### src/rtl/rr_grant_scheduler_pkg.sv
// Shared definitions for the round-robin grant scheduler and its picker.
// State codes, requester count and small index helpers.
package rr_grant_scheduler_pkg;

  localparam int N_REQ = 3;

  typedef enum logic [1:0] {
    ST_IDLE  = 2'd0,
    ST_GRANT = 2'd1,
    ST_GAP   = 2'd2
  } state_e;

  // Modulo-3 increment; an out-of-range index folds back to requester 0.
  function automatic logic [1:0] wrap_inc(input logic [1:0] idx);
    logic [1:0] nxt;
    case (idx)
      2'd0:    nxt = 2'd1;
      2'd1:    nxt = 2'd2;
      default: nxt = 2'd0;
    endcase
    return nxt;
  endfunction

  function automatic logic [N_REQ-1:0] onehot3(input logic [1:0] idx);
    logic [N_REQ-1:0] vec;
    case (idx)
      2'd0:    vec = 3'b001;
      2'd1:    vec = 3'b010;
      2'd2:    vec = 3'b100;
      default: vec = 3'b000;
    endcase
    return vec;
  endfunction

endpackage

### src/rtl/rr_grant_scheduler_pick3.sv
// Combinational 3-way round-robin picker: searches last+1, last+2, last
// and reports the first requester found.
module rr_pick3
  import rr_grant_scheduler_pkg::*;
(
  input  logic [2:0] req,
  input  logic [1:0] last,
  output logic       valid,
  output logic [1:0] sel
);

  logic [3:0] req_ext_s;
  logic [1:0] cand0_s;
  logic [1:0] cand1_s;
  logic [1:0] cand2_s;

  assign req_ext_s = {1'b0, req};

  // Priority search in rotating order starting just after the last owner.
  always_comb begin
    cand0_s = wrap_inc(last);
    cand1_s = wrap_inc(cand0_s);
    cand2_s = wrap_inc(cand1_s);
    valid   = 1'b1;
    sel     = cand0_s;
    if (req_ext_s[cand0_s]) begin
      sel = cand0_s;
    end else if (req_ext_s[cand1_s]) begin
      sel = cand1_s;
    end else if (req_ext_s[cand2_s]) begin
      sel = cand2_s;
    end else begin
      valid = 1'b0;
      sel   = 2'd0;
    end
  end

endmodule

### src/rtl/rr_grant_scheduler.sv
// Round-robin scheduler for one shared resource among 3 requesters, with a
// bounded hold time and an enforced idle gap between owners. Outputs are registered.
module rr_grant_scheduler
  import rr_grant_scheduler_pkg::*;
#(
  parameter int MAX_HOLD = 8,
  parameter int GAP      = 1
) (
  input  logic       clk,
  input  logic       reset,
  input  logic [2:0] req,
  input  logic [2:0] done,
  output logic [2:0] grant,
  output logic [1:0] owner,
  output logic       busy,
  output logic       timeout
);

  localparam int HW = $clog2(MAX_HOLD + 1);
  localparam int GW = (GAP > 0) ? $clog2(GAP + 1) : 1;
  localparam logic [HW-1:0] HOLD_LAST = HW'(MAX_HOLD - 1);
  localparam logic [GW-1:0] GAP_LAST  = GW'((GAP > 0) ? (GAP - 1) : 0);

  state_e        state_q,   state_d;
  logic [HW-1:0] hold_q,    hold_d;
  logic [GW-1:0] gap_q,     gap_d;
  logic [1:0]    owner_q,   owner_d;
  logic [1:0]    last_q,    last_d;
  logic [2:0]    grant_q,   grant_d;
  logic          busy_q,    busy_d;
  logic          timeout_q, timeout_d;

  logic       pick_valid_s;
  logic [1:0] pick_sel_s;
  logic [3:0] req_ext_s;
  logic [3:0] done_ext_s;
  logic       rel_normal_s;
  logic       rel_expiry_s;

  rr_pick3 u_pick (
    .req   (req),
    .last  (last_q),
    .valid (pick_valid_s),
    .sel   (pick_sel_s)
  );

  assign req_ext_s    = {1'b0, req};
  assign done_ext_s   = {1'b0, done};
  assign rel_normal_s = done_ext_s[owner_q] | ~req_ext_s[owner_q];
  assign rel_expiry_s = (hold_q == HOLD_LAST);

  // Next-state, counter and output computation; outputs follow the next state.
  always_comb begin
    state_d   = state_q;
    hold_d    = hold_q;
    gap_d     = gap_q;
    owner_d   = owner_q;
    last_d    = last_q;
    timeout_d = 1'b0;
    case (state_q)
      ST_IDLE: begin
        if (pick_valid_s) begin
          state_d = ST_GRANT;
          owner_d = pick_sel_s;
          last_d  = pick_sel_s;
          hold_d  = '0;
        end else begin
          state_d = ST_IDLE;
        end
      end
      ST_GRANT: begin
        if (rel_normal_s || rel_expiry_s) begin
          // Expiry only counts as a timeout when nothing else ended the grant.
          timeout_d = rel_expiry_s & ~rel_normal_s;
          gap_d     = '0;
          if (GAP > 0) begin
            state_d = ST_GAP;
          end else begin
            state_d = ST_IDLE;
          end
        end else begin
          hold_d = hold_q + HW'(1);
        end
      end
      ST_GAP: begin
        if (gap_q == GAP_LAST) begin
          state_d = ST_IDLE;
        end else begin
          gap_d = gap_q + GW'(1);
        end
      end
      default: begin
        state_d = ST_IDLE;
        owner_d = 2'd0;
        last_d  = 2'd2;
        hold_d  = '0;
        gap_d   = '0;
      end
    endcase

    if (state_d == ST_GRANT) begin
      grant_d = onehot3(owner_d);
    end else begin
      grant_d = 3'b000;
    end
    busy_d = (state_d == ST_GRANT) || (state_d == ST_GAP);
  end

  // State, counters and registered outputs.
  always_ff @(posedge clk or posedge reset) begin
    if (reset) begin
      state_q   <= ST_IDLE;
      hold_q    <= '0;
      gap_q     <= '0;
      owner_q   <= 2'd0;
      last_q    <= 2'd2;
      grant_q   <= 3'b000;
      busy_q    <= 1'b0;
      timeout_q <= 1'b0;
    end else begin
      state_q   <= state_d;
      hold_q    <= hold_d;
      gap_q     <= gap_d;
      owner_q   <= owner_d;
      last_q    <= last_d;
      grant_q   <= grant_d;
      busy_q    <= busy_d;
      timeout_q <= timeout_d;
    end
  end

  assign grant   = grant_q;
  assign owner   = owner_q;
  assign busy    = busy_q;
  assign timeout = timeout_q;

endmodule

### config.mk
export PLATFORM = sky130hd
export DESIGN_NAME = rr_grant_scheduler
export DESIGN_NICKNAME = d
export VERILOG_FILES = /design/src/rtl/rr_grant_scheduler_pkg.sv /design/src/rtl/rr_grant_scheduler_pick3.sv /design/src/rtl/rr_grant_scheduler.sv
export SDC_FILE = /design/constraint.sdc
export NUM_CORES = 1
export LEC_CHECK = 0
export ABC_CLOCK_PERIOD_IN_PS = 2450
export CAP_MARGIN = 25
export CORE_MARGIN = 1.5
export CORE_UTILIZATION = 50
export CTS_CLUSTER_DIAMETER = 60
export DETAILED_ROUTE_END_ITERATION = 10
export HOLD_SLACK_MARGIN = 0.03
export PLACE_DENSITY = 0.74
export SLEW_MARGIN = 20
export SYNTH_ARGS = -nofsm -noshare
export SYNTH_HDL_FRONTEND = slang
export SYNTH_SLANG_ARGS = --single-unit
### constraint.sdc
create_clock -name clk -period 2.45 [get_ports clk]
set_input_delay 0.245 -clock clk [delete_from_list [all_inputs] [get_ports clk]]
set_output_delay 0.245 -clock clk [all_outputs]
set_load 0.1 [all_outputs]
==> load_flow_metrics.sql <==
INSERT INTO impl_metrics (metric_group, metric, value, unit) VALUES
('status', 'outcome', 'complete, no violations', ''),
('layout', 'final_core_util', '65.8', '%'),
('global_route', 'residual_overflow_from_global_routing', '0', ''),
('timing', 'max_freq', '556', 'MHz'),
('critical_path', 'cpPeakStageDelay', '0.42', 'ns'),
('layout', 'syn_to_final_growth', '21.3', '%'),
('cts', 'clock_tree.buffer_depth', '2', ''),
('timing', 'final_max_slew_viol_count', '0', ''),
('floorplanning', 'die_h', '43.7', 'µm'),
('floorplanning', 'dieArea', '0.00191', 'mm²'),
('yosys', 'synth.ff_latch_count', '15', ''),
('drt', 'drt_wl_total', '1630', 'µm'),
('critical_path', 'cp_max_fo', '6', ''),
('timing', 'fin_tns_setup', '0', 'ns'),
('global_route', 'initial_antenna_violation_count', '0', ''),
('layout', 'drive_above_1_share', '14.4', '%'),
('critical_path', 'worst-endpoint-required', '2.65', 'ns'),
('cts', 'path_clk_slew', '0.09', 'ns'),
('floorplanning', 'start_util', '54.3', '%'),
('critical_path', 'critical_path_class', 'flip-flop to flip-flop', ''),
('drt', 'vias', '698', ''),
('floorplanning', 'row_count', '14', ''),
('drt', 'routed_via_density', '5.82', ''),
('timing', 'final.period_utilization', '73.4', '%'),
('power', 'power_density', '1320', 'mW/mm²'),
('global_route', 'first_global_vias', '640', ''),
('placement', 'portBuffers', '14', ''),
('yosys', 'most_area_consuming_cells_after_synthesis', 'sky130_fd_sc_hd__dfrtp_1, sky130_fd_sc_hd__ha_1, sky130_fd_sc_hd__nand2_1', ''),
('cts', 'cts-hold-fix-buffers', '0', ''),
('timing', 'max_slew.worst_pin.slew', '0.556', 'ns'),
('yosys', 'synth.cell_area', '827', 'µm²'),
('drt', 'wl_per_cell', '13.6', 'µm'),
('cts', 'insertion_delay', '0.29', 'ns'),
('drt', 'detailedRoute.firstIterationViolations', '20', ''),
('yosys', 'synth.avg_cell_area', '9.73', 'µm²'),
('timing', 'finalCriticalPeriod', '1.80', 'ns'),
('yosys', 'netlist.area_leader.share', '42.4', '%'),
('placement', 'place.detailed.hpwl', '1240', 'µm'),
('timing', 'setup_viol', '0', ''),
('global_route', 'grt_pass1_wl', '2660', 'µm'),
('yosys', 'synthesis.instances', '85', ''),
('global_route', 'maximum_number_of_pins_on_one_net_before_global_route_repair', '16', ''),
('power', 'total_leakage_power', '0.488', 'nW'),
('cts', 'cts.repair.resized', '0', ''),
('global_route', 'grt_use_total', '18.6', '%'),
('floorplanning', 'num_io_pins', '15', ''),
('floorplanning', 'core', '0.00152', 'mm²'),
('critical_path', 'slowest_stage', 'sky130_fd_sc_hd__dfrtp_1', ''),
('cts', 'postCtsSetupBuffers', '0', ''),
('critical_path', 'setup.reg_to_reg.worst_slack', '0.65', 'ns'),
('yosys', 'share_of_synthesized_area_occupied_by_flip_flops_and_latches', '45.5', '%'),
('timing', 'fin_worst_skew', '0.00385', 'ns'),
('power', 'irDropWorstVdd', '0.915', 'mV'),
('flow_run', 'max_cap_viol_count', '0', ''),
('critical_path', 'worst_setup_path_start_kind', 'flip-flop', ''),
('timing', 'hold_viol', '0', ''),
('cts', 'cts_tree', 'built', ''),
('layout', 'n_fill_cell', '131', ''),
('yosys', 'synth_fp_nets', '99', ''),
('yosys', 'proportion_of_synthesized_flip_flops_having_asynchronous_set_or_reset', '100', '%'),
('yosys', 'yosys.cell_types.count', '29', ''),
('floorplanning', 'chip_width', '43.7', 'µm'),
('cts', 'cts_root_buf', 'sky130_fd_sc_hd__clkbuf_4', ''),
('yosys', 'synth-warning-count', '0', ''),
('timing', 'relSlewSlack', '62.9', '%'),
('placement', 'finalWeightedCongestion', '0.787', ''),
('critical_path', 'worst-endpoint-arrival', '2.00', 'ns'),
('yosys', 'post_synth_edffs', '0', ''),
('cts', 'htree_num_levels', '1', ''),
('drt', 'dr.pass1.iters', '2', ''),
('critical_path', 'worstSetupEndpointType', 'flip-flop', ''),
('cts', 'cts_buffers', '3', ''),
('timing', 'rsz0062_at_grt', 'false', ''),
('drt', 'drc_errors', '0', ''),
('critical_path', 'path_cells', 'inv_1 -> ha_1 -> inv_1 -> nor2_1 -> nand2_1 -> o22ai_1 -> ha_1 -> nor3b_1', ''),
('yosys', 'synth-main-ff-cell', 'sky130_fd_sc_hd__dfrtp_1', ''),
('layout', 'final_net_count', '119', ''),
('cts', 'clock_sinks', '15', ''),
('power', 'post-layout-total-power', '1.32', 'mW'),
('min_path', 'min_path_type', 'primary input to asynchronous set/reset pin', ''),
('drt', 'ant_nets', '0', ''),
('yosys', 'synth_top_cell_by_area', 'sky130_fd_sc_hd__dfrtp_1', ''),
('layout', 'ant_diodes', '0', '');
worst max-delay path: cells and delay by family (launching register included):
family / cells / cell delay, ns
and+or+nand+nor: 3 / 0.40
AOI/OAI and AO/OA: 1 / 0.19
DFF: 1 / 0.42
adders and majority gates: 2 / 0.47
buffers and inverters: 2 / 0.23
Yosys cell counts, drive strengths merged (3+ instances only):
cell type and n:
dfrtp 14, nand2 13, ha 6, inv 6
a21oi 5, nor2 5, nand3 4, nor3 4
o211ai 3, o21ai 3
cell usage in the layout (no fill, tap or decap), types with 3 or more instances in the layout:
cell and count:
sky130_fd_sc_hd__a21oi_1 4, sky130_fd_sc_hd__buf_4 8, sky130_fd_sc_hd__clkbuf_4 3, sky130_fd_sc_hd__clkdlybuf4s50_1 7
sky130_fd_sc_hd__dfrtp_1 14, sky130_fd_sc_hd__ha_1 6, sky130_fd_sc_hd__inv_1 6, sky130_fd_sc_hd__nand2_1 13
sky130_fd_sc_hd__nand3_1 4, sky130_fd_sc_hd__nor2_1 5, sky130_fd_sc_hd__nor3_1 3, sky130_fd_sc_hd__o211ai_1 3
state kept, by name, indices dropped and copies added (netlist names):
register and cells:
hold_q 4, grant 3, last_q 2, owner 2, state_q 2, busy 1
timeout 1
per-layer routing:
metal	vias to the layer above	global-route usage, %	wire length (µm)
met5	-	0	0
met4	0	7.27	27
met3	5	4.58	100
met2	14	27.6	717
met1	334	26.2	788
li1	345	-	-
cell families after synthesis:
family / synth area share [%]
AND/OR/NAND/NOR: 22.1
AO/OA/AOI/OAI: 20.6
flip-flops: 45.5
buffers and inverters: 2.72
adder cells (fa/ha/maj): 9.08
worst paths after layout:
path / from / endpoint / depth (start not counted)
worst max-delay path: state_q[1] / grant[0] / 8
worst min-delay path: reset / busy / 2
worst max register to register: state_q[1] / grant[0] / 8
worst min register to register: last_q[1] / last_q[1] / 2
max in group asynchronous: reset / last_q[1] / 2
min in group clk: last_q[1] / last_q[1] / 2
power breakdown:
part	switching, mW	internal (mW)
combinational	0.551	0.240
sequential	0.0649	0.326
clock	0.0773	0.0633
final cells by class:
class                   count  area [µm²]  share of cell area (%)
multi-input cells          64         428                    42.6
flip-flops and latches     15         377                    37.5
repair buffers             15         130                    13.0
clock buffers               4        26.3                    2.62
inverters                   6        22.5                    2.24
well taps                  16        20.0                    2.00
stage by stage:
step	worst slack (ns)	cells	hold WS (ns)	instance area [µm²]
after floorplan	0.230	85	0.146	827
after global placement	0.468	116	0.491	977
after detailed placement	0.383	116	0.495	977
after CTS	0.641	120	0.321	1000
after global routing	0.421	120	0.356	1000
final	0.653	120	0.298	1000
Power figures use the tool's default switching activity.
